## src/rtl/truth_table_lut_seq.sv

```systemverilog
// Registered multi-channel truth-table evaluator with a double-buffered
// table (shadow for writes, active for lookup) and atomic commit.
module truth_table_lut_seq #(
    parameter int N_IN = 3,
    parameter int N_CH = 1,
    parameter int CNT_W = 8,
    parameter logic [N_CH*(2**N_IN)-1:0] INIT = 8'hAC
) (
    input  logic             clk,
    input  logic             aresetn,
    input  logic             in_valid,
    input  logic [N_IN-1:0]  x,
    input  logic             cfg_we,
    input  logic [N_IN-1:0]  cfg_addr,
    input  logic [N_CH-1:0]  cfg_data,
    input  logic             cfg_commit,
    output logic             out_valid,
    output logic [N_CH-1:0]  f,
    output logic [CNT_W-1:0] eval_cnt,
    output logic             dirty
);

    localparam int DEPTH = 2 ** N_IN;
    localparam int TW = N_CH * DEPTH;

    typedef enum logic {
        IDLE,
        PENDING
    } state_t;

    state_t state_q, state_d;

    logic [TW-1:0]    act_q;
    logic [TW-1:0]    shd_q;
    logic [TW-1:0]    shd_nxt;
    logic [N_CH-1:0]  lut;
    logic [CNT_W-1:0] cnt_max;

    assign cnt_max = '1;

    // Shadow image with this cycle's write merged in; a commit in the
    // same cycle copies this image so the write is not lost.
    always_comb begin
        shd_nxt = shd_q;
        if (cfg_we) begin
            for (int c = 0; c < N_CH; c++) begin
                shd_nxt[c*DEPTH + int'(cfg_addr)] = cfg_data[c];
            end
        end
    end

    always_comb begin
        lut = '0;
        for (int c = 0; c < N_CH; c++) begin
            lut[c] = act_q[c*DEPTH + int'(x)];
        end
    end

    always_comb begin
        state_d = state_q;
        case (state_q)
            IDLE: begin
                if (cfg_we && !cfg_commit) begin
                    state_d = PENDING;
                end
            end
            PENDING: begin
                if (cfg_commit) begin
                    state_d = IDLE;
                end
            end
            default: state_d = IDLE;
        endcase
    end

    assign dirty = (state_q == PENDING);

    always_ff @(posedge clk or negedge aresetn) begin
        if (!aresetn) begin
            state_q <= IDLE;
            act_q   <= INIT;
            shd_q   <= INIT;
        end else begin
            state_q <= state_d;
            shd_q   <= shd_nxt;
            if (cfg_commit) begin
                act_q <= shd_nxt;
            end
        end
    end

    always_ff @(posedge clk or negedge aresetn) begin
        if (!aresetn) begin
            out_valid <= 1'b0;
            f         <= '0;
        end else begin
            out_valid <= in_valid;
            if (in_valid) begin
                f <= lut;
            end
        end
    end

    // Clear on commit wins, then a same-cycle evaluation still counts.
    always_ff @(posedge clk or negedge aresetn) begin
        if (!aresetn) begin
            eval_cnt <= '0;
        end else if (cfg_commit) begin
            eval_cnt <= in_valid ? CNT_W'(1) : '0;
        end else if (in_valid && eval_cnt != cnt_max) begin
            eval_cnt <= eval_cnt + CNT_W'(1);
        end
    end

endmodule

```

## config.mk

```make
export PLATFORM = sky130hd
export DESIGN_NAME = truth_table_lut_seq
export DESIGN_NICKNAME = d
export VERILOG_FILES = /design/src/rtl/truth_table_lut_seq.sv
export SDC_FILE = /design/constraint.sdc
export NUM_CORES = 1
export LEC_CHECK = 0
export BUFFER_PORTS_ARGS = -buffer_cell sky130_fd_sc_hd__buf_4
export CORE_MARGIN = 3
export CORE_UTILIZATION = 45
export DETAILED_ROUTE_END_ITERATION = 10
export PLACE_DENSITY = 0.75
export SLEW_MARGIN = 20
export SYNTH_ARGS = -nofsm -noshare
export SYNTH_HDL_FRONTEND = slang
export SYNTH_SLANG_ARGS = --single-unit
```

## constraint.sdc

```tcl
create_clock -name clk -period 1.7 [get_ports clk]
set_clock_uncertainty 0.2 [all_clocks]
set_input_delay 0.51 -clock clk [delete_from_list [all_inputs] [get_ports clk]]
set_output_delay 0.51 -clock clk [all_outputs]
set_load 0.01 [all_outputs]
```

==> Yosys cells after proc, flatten, opt, wreduce, memory -nomap -nowiden <==
Cells that the tools add are included.
{ "word_totals": {"wordCells": 29, "input_bits": 12, "reg_bits": 27, "output_inout_bits": 11} }
{ "classes": {"order_cmp": 3, "bitwise": 1, "reduce_logical": 5, "mux": 12, "n_eq_ne": 1, "n_addsub": 1} }
{ "op_table": {"columns": ["cell", "n"], "rows": [
  ["$mux W8", 3],
  ["$add A8 B1 Y8 const B", 1],
  ["$bwmux W8", 1],
  ["$lt A3 B4 Y1 const B", 2],
  ["$ne A8 B8 Y1 const B", 1],
  ["$mux W1", 5],
  ["$bmux W1 S3", 1],
  ["$demux W1 S3", 1],
  ["$ge A3 B1 Y1 const B", 1],
  ["$logic_and A1 B1 Y1", 3],
  ["$pmux W1 S2", 1],
  ["$reduce_bool A2 Y1", 1],
  ["$logic_not A1 Y1", 1],
  ["$not A1 Y1", 1]
]} }

==> Depth between registers and ports, before layout <==
{ "logic_depth": {"depth_word": 6, "ltp_mapped": 5, "mapped_depth_nobuf": 5} }

==> Worst setup path after synthesis <==
Ideal clock, no wire load.
{ "synth_timing": {"path_kind": "input to register", "from": "input cfg_addr[0]", "to": "register act_q[0]", "arrival_ns": 1.445, "setup_slack_ns": -0.070, "stages": 4, "setup_time_ns": 0.125, "path_cell_list": "nand2b_2 nor3_1 mux2_4 mux2_4"} }
{ "synth_via": {"elab_chain_cells": 6, "word_cells_on_any_way": 7, "classes_between": "order compare: 2; mux: 4; reduce/logical: 1"} }
{ "synth_rtl": {"columns": ["item", "line", "rtl"], "rows": [
  ["start: declaration", "14", "input logic [N_IN-1:0] cfg_addr,"],
  ["$lt A3 B4 Y1 (implied by the code) or $ge A3 B1 Y1 (tied branches)", "47", "shd_nxt[c*DEPTH + int'(cfg_addr)] = cfg_data[c];"],
  ["$logic_and A1 B1 Y1 (implied by the code)", "47", null],
  ["$mux W1 (implied by the code)", "47", null],
  ["$demux W1 S3 *", "47", null],
  ["$bwmux W8 *", "47", null],
  ["$mux W8 *", "45", "if (cfg_we) begin"],
  ["net shd_nxt[0]", "35", "logic [TW-1:0] shd_nxt;"],
  ["end signal: assignment", "87", "act_q <= shd_nxt;"],
  ["end: declaration", "33", "logic [TW-1:0] act_q;"]
]} }
The timed path passes the listed nets; every way through them passes the cells marked *.
A chain may end at the register's enable or synchronous reset.

==> Worst setup path in the final report <==
{ "layout_timing": {"from": "register eval_cnt[0]", "to": "output eval_cnt[0]"} }
{ "layout_lines": {"columns": ["item", "line", "rtl"], "rows": [
  ["start: declaration", "19", "output logic [CNT_W-1:0] eval_cnt,"],
  ["start signal: assignment", "109", "eval_cnt <= in_valid ? CNT_W'(1) : '0;"],
  ["start signal: assignment", "111", "eval_cnt <= eval_cnt + CNT_W'(1);"]
]} }
No word-level cell between the ends.

==> impl_metrics.ini <==
[status]
outcome = finished, final reports clean

[finish]
nFillCells = 231
fraction_of_layout_cells_with_a_size_suffix_above_1_pct = 52.9
total_number_of_nets_in_the_final_design = 152
final_core_utilization_pct = 60.5
areaGrowthSynthToFinish_pct = 27.6
num_antenna_cells = 0
final_cells = 169

[clocking]
cts_tree = done
clock_sinks = 27
cts_made_buffers = 3
clock_slew_seen_by_the_registers_of_the_worst_setup_and_hold_paths_ps = 150
worst_skew_pair.late_latency_ps = 330
htree_levels = 1
cts.path.max_buffers = 2
cts.root.buffer_cell = sky130_fd_sc_hd__clkbuf_4

[grt]
grt.total_usage_pct = 16.4
initial_antenna_violation_count = 0
grt_overflow = 0
vias_in_the_first_global_route = 973
grt_pass1_wl_um = 4440
grt_start_max_net_pins = 28

[placed_design]
hpwlAfterDp_um = 1800
placement.setup.worst_slack_ps = -177
port_buffers = 22
dp.cells = 158
routabilityCongestion = 0.840

[timing]
timing.final.crit_share_pct = 99.6
relSlewSlack_pct = 77.2
final-setup-viol-count = 0
finalHoldViolCount = 0
finalCriticalPeriod_ps = 1690
timing.final.ws_setup_ps = 6.06
final-max-slew-violation-count = 0
worst_max_slew_pin_slew_ps = 343
fmax_ghz = 0.590
rsz0062_at_grt = yes

[pwr]
worst_ir_drop_vdd_v = 0.000586
power_density_mw_per_mm2 = 876
power.leakage_nw = 0.775
total_power_mw = 1.47

[yosys]
register_bit_total_from_synthesis = 27
syn-mean-instance-area_sq_um = 12.8
netlist.area_leader.share_pct = 36.0
synth.yosys.seq_area_share_pct = 51.9
ys_warn_count = 0
count_of_mapped_cells_out_of_synthesis = 103
synth_edf_count = 0
synth.distinct_cells = 32
ys_async_sr_fraction_pct = 100
flip_flop_cell_with_the_highest_count_after_synthesis = sky130_fd_sc_hd__dfrtp_1
synth_area_leader_cell = sky130_fd_sc_hd__dfrtp_1
synth_area_sq_mm = 0.00132
ys_top_cells_by_count = sky130_fd_sc_hd__dfrtp_1, sky130_fd_sc_hd__nor2_1, sky130_fd_sc_hd__mux2_4
synth_area_leaders = sky130_fd_sc_hd__dfrtp_1, sky130_fd_sc_hd__dfstp_2, sky130_fd_sc_hd__mux2_4
yosysMostFrequentCell = sky130_fd_sc_hd__dfrtp_1
mappedNetlistNets = 116

[setup_path]
critPathMostFrequentCell = sky130_fd_sc_hd__buf_6
critPathBufInv = 2
worstPathRequired_ps = 990
instance_count_on_the_critical_path = 2
timing.setup.critical_path_class = reg -> out
critical_path.cell_chain = buf_6 > buf_6
arrival_ps = 980
worst_path_dominant_cell_family = flip-flops
worst_r2r_path_depth = 5
critical-path-slowest-cell = sky130_fd_sc_hd__dfrtp_1
crit_fanout = 2
slowest_delay_ps = 430
crit_path_start_kind = flip-flop
critical_path.endpoint_type = output port

[routing]
detail_route.wirelength_um = 2570
detailedRoute.firstIterationViolations = 59
remaining_drc_errors = 0
final_antenna_net_count = 0
routedWlPerCell_um = 15.2
detailroute.via_count = 930
firstDrtPassIters = 4
vias_per_cell = 5.50

[die]
dieWidth_um = 60.2
row_count = 19
coreArea_sq_mm = 0.00278
die_height_um = 60.2
floorplan.initialDensity_pct = 47.5
pin_count = 23
die_area_sq_mm = 0.00362

[job]
max_cap_viol_count = 0

[hold_path]
number_of_cells_on_the_worst_hold_path = 2
hp-class = in -> reg
-- worst reg2reg max path, cell delays in order (launching register included) --
cell	delay (ps)
sky130_fd_sc_hd__dfrtp_1	430
sky130_fd_sc_hd__ha_1	270
sky130_fd_sc_hd__nand4_4	130
sky130_fd_sc_hd__o21ai_4	90
sky130_fd_sc_hd__or3_1	340
sky130_fd_sc_hd__a21oi_1	150
-- layout by cell type (no fill, tap or decap), types with 2 or more instances in the layout --
cell type and count:
sky130_fd_sc_hd__buf_4 29, sky130_fd_sc_hd__dfrtp_1 15, sky130_fd_sc_hd__nor2_1 11, sky130_fd_sc_hd__mux2_4 10
sky130_fd_sc_hd__dfstp_2 8, sky130_fd_sc_hd__nand2_1 7, sky130_fd_sc_hd__mux2i_1 7, sky130_fd_sc_hd__mux2_2 6
sky130_fd_sc_hd__dfrtp_2 4, sky130_fd_sc_hd__buf_6 4, sky130_fd_sc_hd__nand4b_1 3, sky130_fd_sc_hd__nand3_1 3
sky130_fd_sc_hd__nor3_1 3, sky130_fd_sc_hd__clkbuf_4 3, sky130_fd_sc_hd__nor3b_2 2, sky130_fd_sc_hd__o21bai_1 2
-- metrics by stage --
stage | cell area (sq um) | TNS (ps) | hold slack [ps]
final | 1680 | 0 | 267
after global routing | 1680 | -186 | 231
after CTS | 1630 | -23.4 | 232
after detailed placement | 1550 | -788 | 241
after global placement | 1550 | -661 | 236
after floorplan | 1330 | -22.9 | 14.4
-- per-layer routing --
layer | vias to the layer above | part of all wire [%] | track usage (%)
met2 | 25 | 52 | 28.5
met5 | - | 0 | 0
li1 | 446 | - | -
met1 | 455 | 43 | 20.5
met3 | 4 | 4.7 | 2.59
met4 | 0 | 1.0 | 5.70
-- final cells by class --
type                            instances  area, sq um  share of cell area, %
Sequential cell                        27          691                   41.0
Clock inverter                          1         7.51                  0.446
Timing Repair Buffer                   34          273                   16.2
Tap cell                               31         38.8                   2.30
Inverter                                1         3.75                  0.223
Clock buffer                            3         22.5                   1.34
Multi-Input combinational cell         72          648                   38.5
-- path summary, 6_finish.rpt --
check	from	end	slack (ps)
max	eval_cnt[0]	eval_cnt[0]	6
min	in_valid	out_valid	270
max reg2reg	eval_cnt[0]	eval_cnt[3]	30
min reg2reg	shd_q[4]	shd_q[4]	320
max in group asynchronous	aresetn	shd_q[2]	580
min in group asynchronous	aresetn	eval_cnt[3]	410
-- cell families (layout without fill, tap and decap cells) --
| group | count (synthesis) | after routing | share of synthesized area [%] |
|---|---|---|---|
| mux | 24 | 24 | 23.5 |
| fa+ha+maj | 1 | 1 | 0.948 |
| xor+xnor | 1 | 1 | 0.664 |
| compound gates | 10 | 10 | 5.69 |
| buf+inv | 4 | 39 | 1.61 |
| flops | 27 | 27 | 51.9 |
| simple gates | 36 | 36 | 15.6 |
-- timing repair --
| action | 4_1_cts | 5_1_grt |
|---|---|---|
| resized for setup | 5 | 6 |
| hold buffers | 1 | 0 |
| setup buffers | 2 | 4 |
| endpoints found under the setup margin | 3 | 9 |
| hold endpoints to repair | 19 | 0 |
| pin swaps | 0 | 0 |
-- report_power, final --
part	leakage, nW	internal (mW)	switching, mW
Sequential	0.318	0.785	0.0563
Clock	0.0139	0.0899	0.187
Combinational	0.443	0.218	0.138
-- sequential cells by signal, summed over array words and instances (netlist names) --
| signal | cells |
|---|---|
| act_q | 8 |
| eval_cnt | 8 |
| f | 1 |
| shd_q | 8 |
| dirty | 1 |
| out_valid | 1 |
No activity file was read; power rests on OpenSTA's default activity.
